$ cat src/rtl/uart_pkg.sv
// rtl/uart_pkg.sv - shared constants and FSM state type for the UART transmit buffer
// Purpose: common definitions imported by uart_fifo_mem and uart_tx_fifo.
// Contents: UART_ADDR_W (default FIFO address width), UART_DATA_W (byte width),
//           tx_state_t (launch sequencer states).
`timescale 1ns/1ps
package uart_pkg;
   localparam int UART_ADDR_W = 4;
   localparam int UART_DATA_W = 8;

   typedef enum logic [1:0] {
      IDLE      = 2'd0,
      LAUNCH    = 2'd1,
      WAIT_DONE = 2'd2
   } tx_state_t;
endpackage

$ cat src/rtl/uart_fifo_mem.sv
// rtl/uart_fifo_mem.sv - byte RAM behind the transmit FIFO
// Purpose: simple dual-port RAM, 2**ADDR_W x UART_DATA_W, synchronous write, asynchronous read.
// Ports: clk (write clock), wr_en/wr_addr/wr_data (write port), rd_addr/rd_data (read port).
// Contents are deliberately not reset.
`timescale 1ns/1ps
module uart_fifo_mem
   import uart_pkg::*;
#(
   parameter int ADDR_W = UART_ADDR_W
) (
   input  logic                   clk,
   input  logic                   wr_en,
   input  logic [ADDR_W-1:0]      wr_addr,
   input  logic [UART_DATA_W-1:0] wr_data,
   input  logic [ADDR_W-1:0]      rd_addr,
   output logic [UART_DATA_W-1:0] rd_data
);
   logic [UART_DATA_W-1:0] mem [2**ADDR_W];

   always_ff @(posedge clk) begin
      if (wr_en) begin
         mem[wr_addr] <= wr_data;
      end
   end

   assign rd_data = mem[rd_addr];
endmodule

$ cat src/rtl/uart_tx_fifo.sv
// rtl/uart_tx_fifo.sv - byte FIFO and launch sequencer feeding uart_tx
// Purpose: buffers host bytes in a circular FIFO and launches them one at a time into uart_tx.
// Ports: i_clk, i_rst (async, active high); i_enable (launch permit);
//        i_wr_en/i_wr_data (host write); o_full/o_empty/o_count (registered FIFO status);
//        o_tx_start/o_tx_data (to uart_tx i_start/i_data); i_tx_busy/i_tx_done (from uart_tx);
//        o_busy (sequencer active or bytes pending).
// Option: define UART_TX_FIFO_OVERFLOW_FLAG_EN to add i_ovf_clr/o_overflow (sticky dropped-write flag).
`timescale 1ns/1ps
module uart_tx_fifo
   import uart_pkg::*;
#(
   parameter int ADDR_W = UART_ADDR_W
) (
   input  logic                   i_clk,
   input  logic                   i_rst,
   input  logic                   i_enable,
   input  logic                   i_wr_en,
   input  logic [UART_DATA_W-1:0] i_wr_data,
   output logic                   o_full,
   output logic                   o_empty,
   output logic [ADDR_W:0]        o_count,
   output logic                   o_tx_start,
   output logic [UART_DATA_W-1:0] o_tx_data,
   input  logic                   i_tx_busy,
   input  logic                   i_tx_done,
`ifdef UART_TX_FIFO_OVERFLOW_FLAG_EN
   input  logic                   i_ovf_clr,
   output logic                   o_overflow,
`endif
   output logic                   o_busy
);
   localparam logic [ADDR_W:0] DEPTH = {1'b1, {ADDR_W{1'b0}}};

   tx_state_t              state, state_nxt;
   logic [ADDR_W-1:0]      wr_ptr, rd_ptr;
   logic [ADDR_W:0]        count, count_nxt;
   logic                   done_prev;
   logic                   wr_ok, pop;
   logic [UART_DATA_W-1:0] rd_data;

   // Full check uses the pre-edge count, so a same-cycle pop never makes room.
   assign wr_ok     = i_wr_en && (count != DEPTH);
   assign count_nxt = count + {{ADDR_W{1'b0}}, wr_ok} - {{ADDR_W{1'b0}}, pop};

   uart_fifo_mem #(.ADDR_W(ADDR_W)) u_mem (
      .clk     (i_clk),
      .wr_en   (wr_ok),
      .wr_addr (wr_ptr),
      .wr_data (i_wr_data),
      .rd_addr (rd_ptr),
      .rd_data (rd_data)
   );

   always_comb begin
      state_nxt = state;
      pop       = 1'b0;
      unique case (state)
         IDLE: begin
            if ((count != '0) && i_enable && !i_tx_busy) begin
               pop       = 1'b1;
               state_nxt = LAUNCH;
            end
         end
         LAUNCH:    state_nxt = WAIT_DONE;
         // Edge-detect done so a level held high finishes only one frame.
         WAIT_DONE: if (i_tx_done && !done_prev) state_nxt = IDLE;
         default:   state_nxt = IDLE;
      endcase
   end

   always_ff @(posedge i_clk or posedge i_rst) begin
      if (i_rst) begin
         state      <= IDLE;
         wr_ptr     <= '0;
         rd_ptr     <= '0;
         count      <= '0;
         o_full     <= 1'b0;
         o_empty    <= 1'b1;
         done_prev  <= 1'b0;
         o_tx_start <= 1'b0;
         o_tx_data  <= '0;
      end else begin
         state      <= state_nxt;
         done_prev  <= i_tx_done;
         o_tx_start <= pop;
         count      <= count_nxt;
         o_full     <= (count_nxt == DEPTH);
         o_empty    <= (count_nxt == '0);
         if (wr_ok) begin
            wr_ptr <= wr_ptr + 1'b1;
         end
         if (pop) begin
            o_tx_data <= rd_data;
            rd_ptr    <= rd_ptr + 1'b1;
         end
      end
   end

`ifdef UART_TX_FIFO_OVERFLOW_FLAG_EN
   // Set has priority over clear so a drop in the clearing cycle is not lost.
   always_ff @(posedge i_clk or posedge i_rst) begin
      if (i_rst) begin
         o_overflow <= 1'b0;
      end else if (i_wr_en && (count == DEPTH)) begin
         o_overflow <= 1'b1;
      end else if (i_ovf_clr) begin
         o_overflow <= 1'b0;
      end
   end
`endif

   assign o_count = count;
   assign o_busy  = (state != IDLE) || (count != '0);
endmodule

$ cat config.mk
export PLATFORM = sky130hd
export DESIGN_NAME = uart_tx_fifo
export DESIGN_NICKNAME = d
export VERILOG_FILES = /design/src/rtl/uart_pkg.sv /design/src/rtl/uart_fifo_mem.sv /design/src/rtl/uart_tx_fifo.sv
export SDC_FILE = /design/constraint.sdc
export NUM_CORES = 1
export LEC_CHECK = 0
export ABC_AREA = 1
export CAP_MARGIN = 25
export CORE_MARGIN = 3
export CORE_UTILIZATION = 43
export CTS_BUF_LIST = sky130_fd_sc_hd__clkbuf_4 sky130_fd_sc_hd__clkbuf_8 sky130_fd_sc_hd__clkbuf_16
export DETAILED_ROUTE_END_ITERATION = 7
export SYNTH_ARGS = -nofsm -noshare
export SYNTH_HDL_FRONTEND = slang
export SYNTH_HIERARCHICAL = 1
export SYNTH_SLANG_ARGS = --single-unit
$ cat constraint.sdc
create_clock -name i_clk -period 5.1 [get_ports i_clk]
set_clock_uncertainty 0.1 [all_clocks]
set_input_delay 1.02 -clock i_clk [delete_from_list [all_inputs] [get_ports i_clk]]
set_output_delay 1.02 -clock i_clk [all_outputs]
set_load 0.005 [all_outputs]
==> flow_summary.yaml, run 1 <==
sta:
  fmax_ghz: 0.264
  relSlewSlack: 0.323
  setup-violations-final: 0
  worst_slack_ps: 1320
  fin_crit_ps: 3780
  slew_violations: 0
  setup_tns_ps: 0
  rsz0062_at_grt: "false"
  tightest_slew_ps: 1010
  hold_viol_final: 0
  fin_crit_sh: 0.742
  hold_ws_ps: 351
drt:
  drtAntennaViolNets: 0
  routedWlPerCell_microns: 16.1
  vias: 4693
  post-route-drc-count: 0
  wirelength_microns: 15300
  dr.pass1.iters: 5
  drt-initial-drc-count: 477
  vias_per_cell: 4.96
clock_tree:
  cts_tree: "yes"
  holdBufCountCts: 0
  clock_latency_ps: 420
  cts_setup_buffers: 0
  clk_path_buf_depth: 2
  clockRootBuffer: "clkbuf_16"
  clock_sinks: 155
  clk_pin_slew_worst_paths_ps: 60
  cts_resized: 0
  h-tree-depth: 4
  numCtsBuffers: 17
synthesis:
  synth_top_area_frac: 0.553
  yosysSeqAreaShare: 0.650
  synth_common_cells: "nand2_1, edfxtp_1, inv_1"
  yosys.area.top_type: "edfxtp_1"
  yosys_most_used_dff: "edfxtp_1"
  synth-compound-area-share: 0.00396
  synth_edf_count: 128
  synth.area.top_cells: "edfxtp_1, nand2_1, dfrtp_1"
  synth.avg_cell_area_sq_um: 9.98
  ys_types: 25
  synth_area_sq_mm: 0.00695
  synth-xor-area-share: 0.00504
  synth_top_family_by_area: "simple AND/OR/NAND/NOR gates"
  async_flop_share: 0.174
  synth_fa_ha_area_frac: 0.0173
  ys_ff_latch: 155
  synth_cells: 697
  yosys_warnings: 6
  synth_most_common_cell: "nand2_1"
  synthesis.nets: 720
  synthSimpleGateAreaFrac: 0.229
  synth.area.mux_share: 0
worst_hold_path:
  hold_path_depth: 1
  whs_endpoint: "state[1]"
  worstHoldStart: "state[1]"
  hold_class: "reg -> reg"
grt:
  gr-usage-all-layers: 0.182
  grt_max_degree: 70
  grtUsageMet3: 0.0419
  grt_pass1_wl_microns: 24300
  grt_overflow_total: 0
  antenna_found_initial: 0
  grt_busiest_layer: "met2"
  use_met1: 0.246
  use_met2: 0.294
  grt_pass1_vias: 4439
setup_path:
  crit_top_cell: "inv_1"
  path_max_fanout: 14
  cp.required_ps: 5350
  worstRegToRegCells: 15
  crit_chain: "clkdlybuf4s50_1 -> inv_1 -> nor3_4 -> nand2_2 -> inv_1 -> ha_1 -> inv_1 -> ha_1 -> inv_1 -> fa_1 -> inv_1 -> or2_2 -> nor2_1 -> nand3_1 -> nor2_1"
  reg2reg_from: "o_count[3]"
  crit_path_end_kind: "register"
  r2r_setup_slack_ps: 1680
  cpPeakStageDelay_ps: 500
  start_kind: "input port"
  path_class: "in -> reg"
  arrival_ps: 4040
  reg2reg_to: "o_full"
  cp_slowest_cell: "fa_1"
  critPathLaunch: "i_enable"
placement:
  dp_worst_setup_slack_ps: 858
  hpwlAfterDp_microns: 9450
  port_buffers: 30
  gp_congestion: 0.834
floorplan:
  rows: 45
  start_util: 0.449
  core_area_sq_mm: 0.0155
  fp.dieH_microns: 133
  pin_count: 31
  die_w_microns: 133
  die-area_sq_mm: 0.0177
finish:
  insertedDiodeCount: 0
  areaGrowthSynthToFinish_pct: 15.2
  drive_above_1_share: 0.0652
  nets: 746
status:
  status: "finished clean"
power_and_ir_drop:
  peakVddDrop_mv: 0.298
  p_per_area_mw_per_mm2: 555
  p_leak_nw: 3.55
job:
  drv_cap: 0
power by group:
group / total [W] / leakage, nW / switching [W] / internal [W]
Sequential: 0.00170 / 1.49 / 0.000137 / 0.00156
Clock: 0.00127 / 0.313 / 0.000481 / 0.000790
Combinational: 0.00147 / 1.75 / 0.000974 / 0.000499
state kept, by name (all words and copies together), names as in the netlist, 2 cells and up:
name / cells
u_mem/mem: 128
o_tx_data: 8
o_count: 5
rd_ptr: 4
wr_ptr: 4
state: 2
cell usage in the layout (no fill, tap or decap), types with 4 or more instances in the layout:
cell | synthesis | routed
nor2_1 | 20 | 20
clkbuf_8 | 0 | 4
nand2_1 | 224 | 224
clkbuf_16 | 0 | 21
nand3_1 | 117 | 117
edfxtp_1 | 128 | 128
inv_1 | 121 | 121
inv_2 | 4 | 4
dfrtp_1 | 26 | 25
ha_1 | 8 | 8
clkdlybuf4s50_1 | 0 | 30
per-stage QoR:
stage	area [sq um]	std cells	utilization	total power, W
floorplan	6950	697	-	0.00273
global placement	7340	913	0.474	0.00315
detailed placement	7360	914	0.476	0.00320
CTS	7990	946	0.516	0.00448
global route	8010	947	0.517	0.00474
finish	8010	947	0.517	0.00444
how the worst max path moves through the flow:
stage / to / slack, ps
finish: o_full / 1320
CTS: o_full / 1300
global route: o_full / 1030
floorplan: o_empty / 1850
detailed placement: o_full / 860
global placement: o_empty / 930
critical path, delay by kind of cell:
family / cells / cell delay [ps]
fa+ha+maj: 3 / 900
buf+inv: 6 / 860
simple gates: 6 / 1260
metal layers:
metal  routed length, microns  up-vias  share of wire
li1                         -     2287              -
met1                     6740     2275           0.44
met2                     7340      112           0.48
met3                      958       19          0.063
met4                      235        0          0.015
met5                        0        -              0
logic make-up (layout without fill, tap and decap cells):
kind of cell,Yosys count,count (layout)
AO/OA/AOI/OAI,5,5
adder cells (fa/ha/maj),9,9
flip-flops,155,155
AND/OR/NAND/NOR,372,372
XOR/XNOR,4,4
buffers and inverters,152,191
cell type report:
cell class,count,area (sq um)
sequential,155,4520
tap,211,264
multi-input combinational,390,1770
clock inverter,7,41.3
inverter,125,469
timing repair buffer,34,363
clock buffer,25,581
fill,1381,7470
Note: power is estimated with default switching activity, not from simulation.
==> run 2, diff against run 1 <==
Clock period 5.1 ns to 3.66 ns, I/O delays scaled along.
==> run 2 against run 1 <==
  * Non-clock buffer count grew 5
  * Total power grew 42%
  * Combinational power grew 45%
  * Cell area grew 0.33%
  * Sequential share of layout area shrank 0.18 points
  * Clock power grew 46%
  * Core utilization grew 0.17 points
  * Highest routed layer unchanged
  * Critical path depth shrank 10
  * Via count shrank 1.0%
  * Sequential cell count is the same
  * Die area is the same
==> flow_summary.yaml, run 2 (synthesis gave the netlist of run 1 again) <==
status:
  status: "finished clean"
floorplan:
  start_util: 0.449
  die_w_microns: 133
  fp.dieH_microns: 133
  rows: 45
  core_area_sq_mm: 0.0155
  pin_count: 31
  die-area_sq_mm: 0.0177
drt:
  dr.pass1.iters: 5
  post-route-drc-count: 0
  routedWlPerCell_microns: 16.1
  vias: 4646
  drt-initial-drc-count: 439
  drtAntennaViolNets: 0
  vias_per_cell: 4.88
  wirelength_microns: 15300
sta:
  slew_violations: 0
  hold_viol_final: 0
  fin_crit_ps: 3150
  setup_tns_ps: 0
  relSlewSlack: 0.411
  setup-violations-final: 0
  rsz0062_at_grt: "false"
  worst_slack_ps: 505
  tightest_slew_ps: 880
  fmax_ghz: 0.317
  fin_crit_sh: 0.862
worst_hold_path:
  worstHoldStart: "state[1]"
  hold_path_depth: 1
  hold_class: "reg -> reg"
  whs_endpoint: "state[1]"
setup_path:
  crit_path_end_kind: "output port"
  path_class: "reg -> out"
  start_kind: "register"
  arrival_ps: 2320
  cp.required_ps: 2830
  reg2reg_to: "o_full"
  worstRegToRegCells: 15
  r2r_setup_slack_ps: 530
  reg2reg_from: "o_count[3]"
  path_max_fanout: 14
finish:
  areaGrowthSynthToFinish_pct: 15.6
  layout_commonest_cell: "nand2_1"
  largest_reg_flops: 128
  top_register: "u_mem/mem"
  insertedDiodeCount: 0
  drive_above_1_share: 0.0715
  postLayoutCoreUtil: 0.519
  nets: 751
  mostFrequentLayoutCells: "nand2_1, edfxtp_1, inv_1"
power_and_ir_drop:
  peakVddDrop_mv: 0.385
  p_leak_nw: 3.55
  power_w: 0.00629
  switchingPower_w: 0.00227
  switching_share: 0.361
  p_int_w: 0.00402
  seqPwrFrac: 0.369
  pwr-share-comb: 0.338
  clkPwrFrac: 0.294
  p_per_area_mw_per_mm2: 783
clock_tree:
  clock_latency_ps: 420
  cts_setup_buffers: 0
  clk_pin_slew_worst_paths_ps: 60
  holdBufCountCts: 0
  h-tree-depth: 4
  cts_tree: "yes"
  cts_resized: 0
  clk_path_buf_depth: 2
  clock_sinks: 155
  clockRootBuffer: "clkbuf_16"
  numCtsBuffers: 17
placement:
  dp_worst_setup_slack_ps: 277
  hpwlAfterDp_microns: 9490
  gp_congestion: 0.825
  port_buffers: 30
grt:
  grt_pass1_wl_microns: 24100
  antenna_found_initial: 0
  grt_overflow_total: 0
  grt_pass1_vias: 4356
  grt_max_degree: 70
  gr-usage-all-layers: 0.180
job:
  drv_cap: 0
==> run 2: changes by cell type in the layout (fill, tap and decap cells not counted), sizes merged <==
cell / previous run / this run
clkbuf: 25 / 17
inv: 128 / 127
clkinvlp: 1 / 5
clkinv: 3 / 4
bufinv: 0 / 4
buf: 4 / 9
==> run 2: worst max-delay path by stage <==
stage / slack [ps] / from / depth (start not counted) / to
after global routing: 310 / o_count[3] / 15 / o_empty
after floorplan: 700 / i_enable / 15 / o_empty
after global placement: 310 / i_enable / 15 / o_full
final: 510 / o_count[3] / 5 / o_busy
after CTS: 480 / o_count[3] / 5 / o_busy
after detailed placement: 280 / i_enable / 15 / o_full
==> run 2: area by class of cell <==
| type | instances | area, sq um |
|---|---|---|
| Fill cell | 1362 | 7440 |
| Sequential cell | 155 | 4520 |
| Multi-Input combinational cell | 390 | 1770 |
| Inverter | 125 | 469 |
| Clock buffer | 17 | 425 |
| Timing Repair Buffer | 39 | 388 |
| Tap cell | 211 | 264 |
| Clock inverter | 15 | 198 |
==> run 2: power by group through the flow <==
stage                     combinational [W]  clock [W]  sequential, W
final                               0.00213    0.00185        0.00232
after global routing                0.00239    0.00196        0.00235
after CTS                           0.00212    0.00186        0.00232
after detailed placement            0.00212          0        0.00236
after global placement              0.00207          0        0.00235
after floorplan                     0.00147          0        0.00233
==> run 2: routing by layer <==
metal	up-vias	GRT usage	wire length, microns
li1	2292	-	-
met2	123	0.269	7030
met5	-	0	0
met1	2207	0.256	7260
met4	0	0.0697	297
met3	24	0.0415	705
==> run 2: worst max-delay path, cell delays in order (launching register included) <==
cell,delay [ps]
dfrtp_1,400
inv_1,120
ha_1,200
nand4_2,330
or2_2,400
clkdlybuf4s50_1,450
==> run 2: stage by stage <==
stage / cells / hold WS (ps) / area, sq um
after floorplan: 697 / 331 / 6950
after detailed placement: 919 / 359 / 7390
after global routing: 952 / 395 / 8040
after CTS: 951 / 367 / 8010
after global placement: 919 / 343 / 7390
final: 952 / 360 / 8040
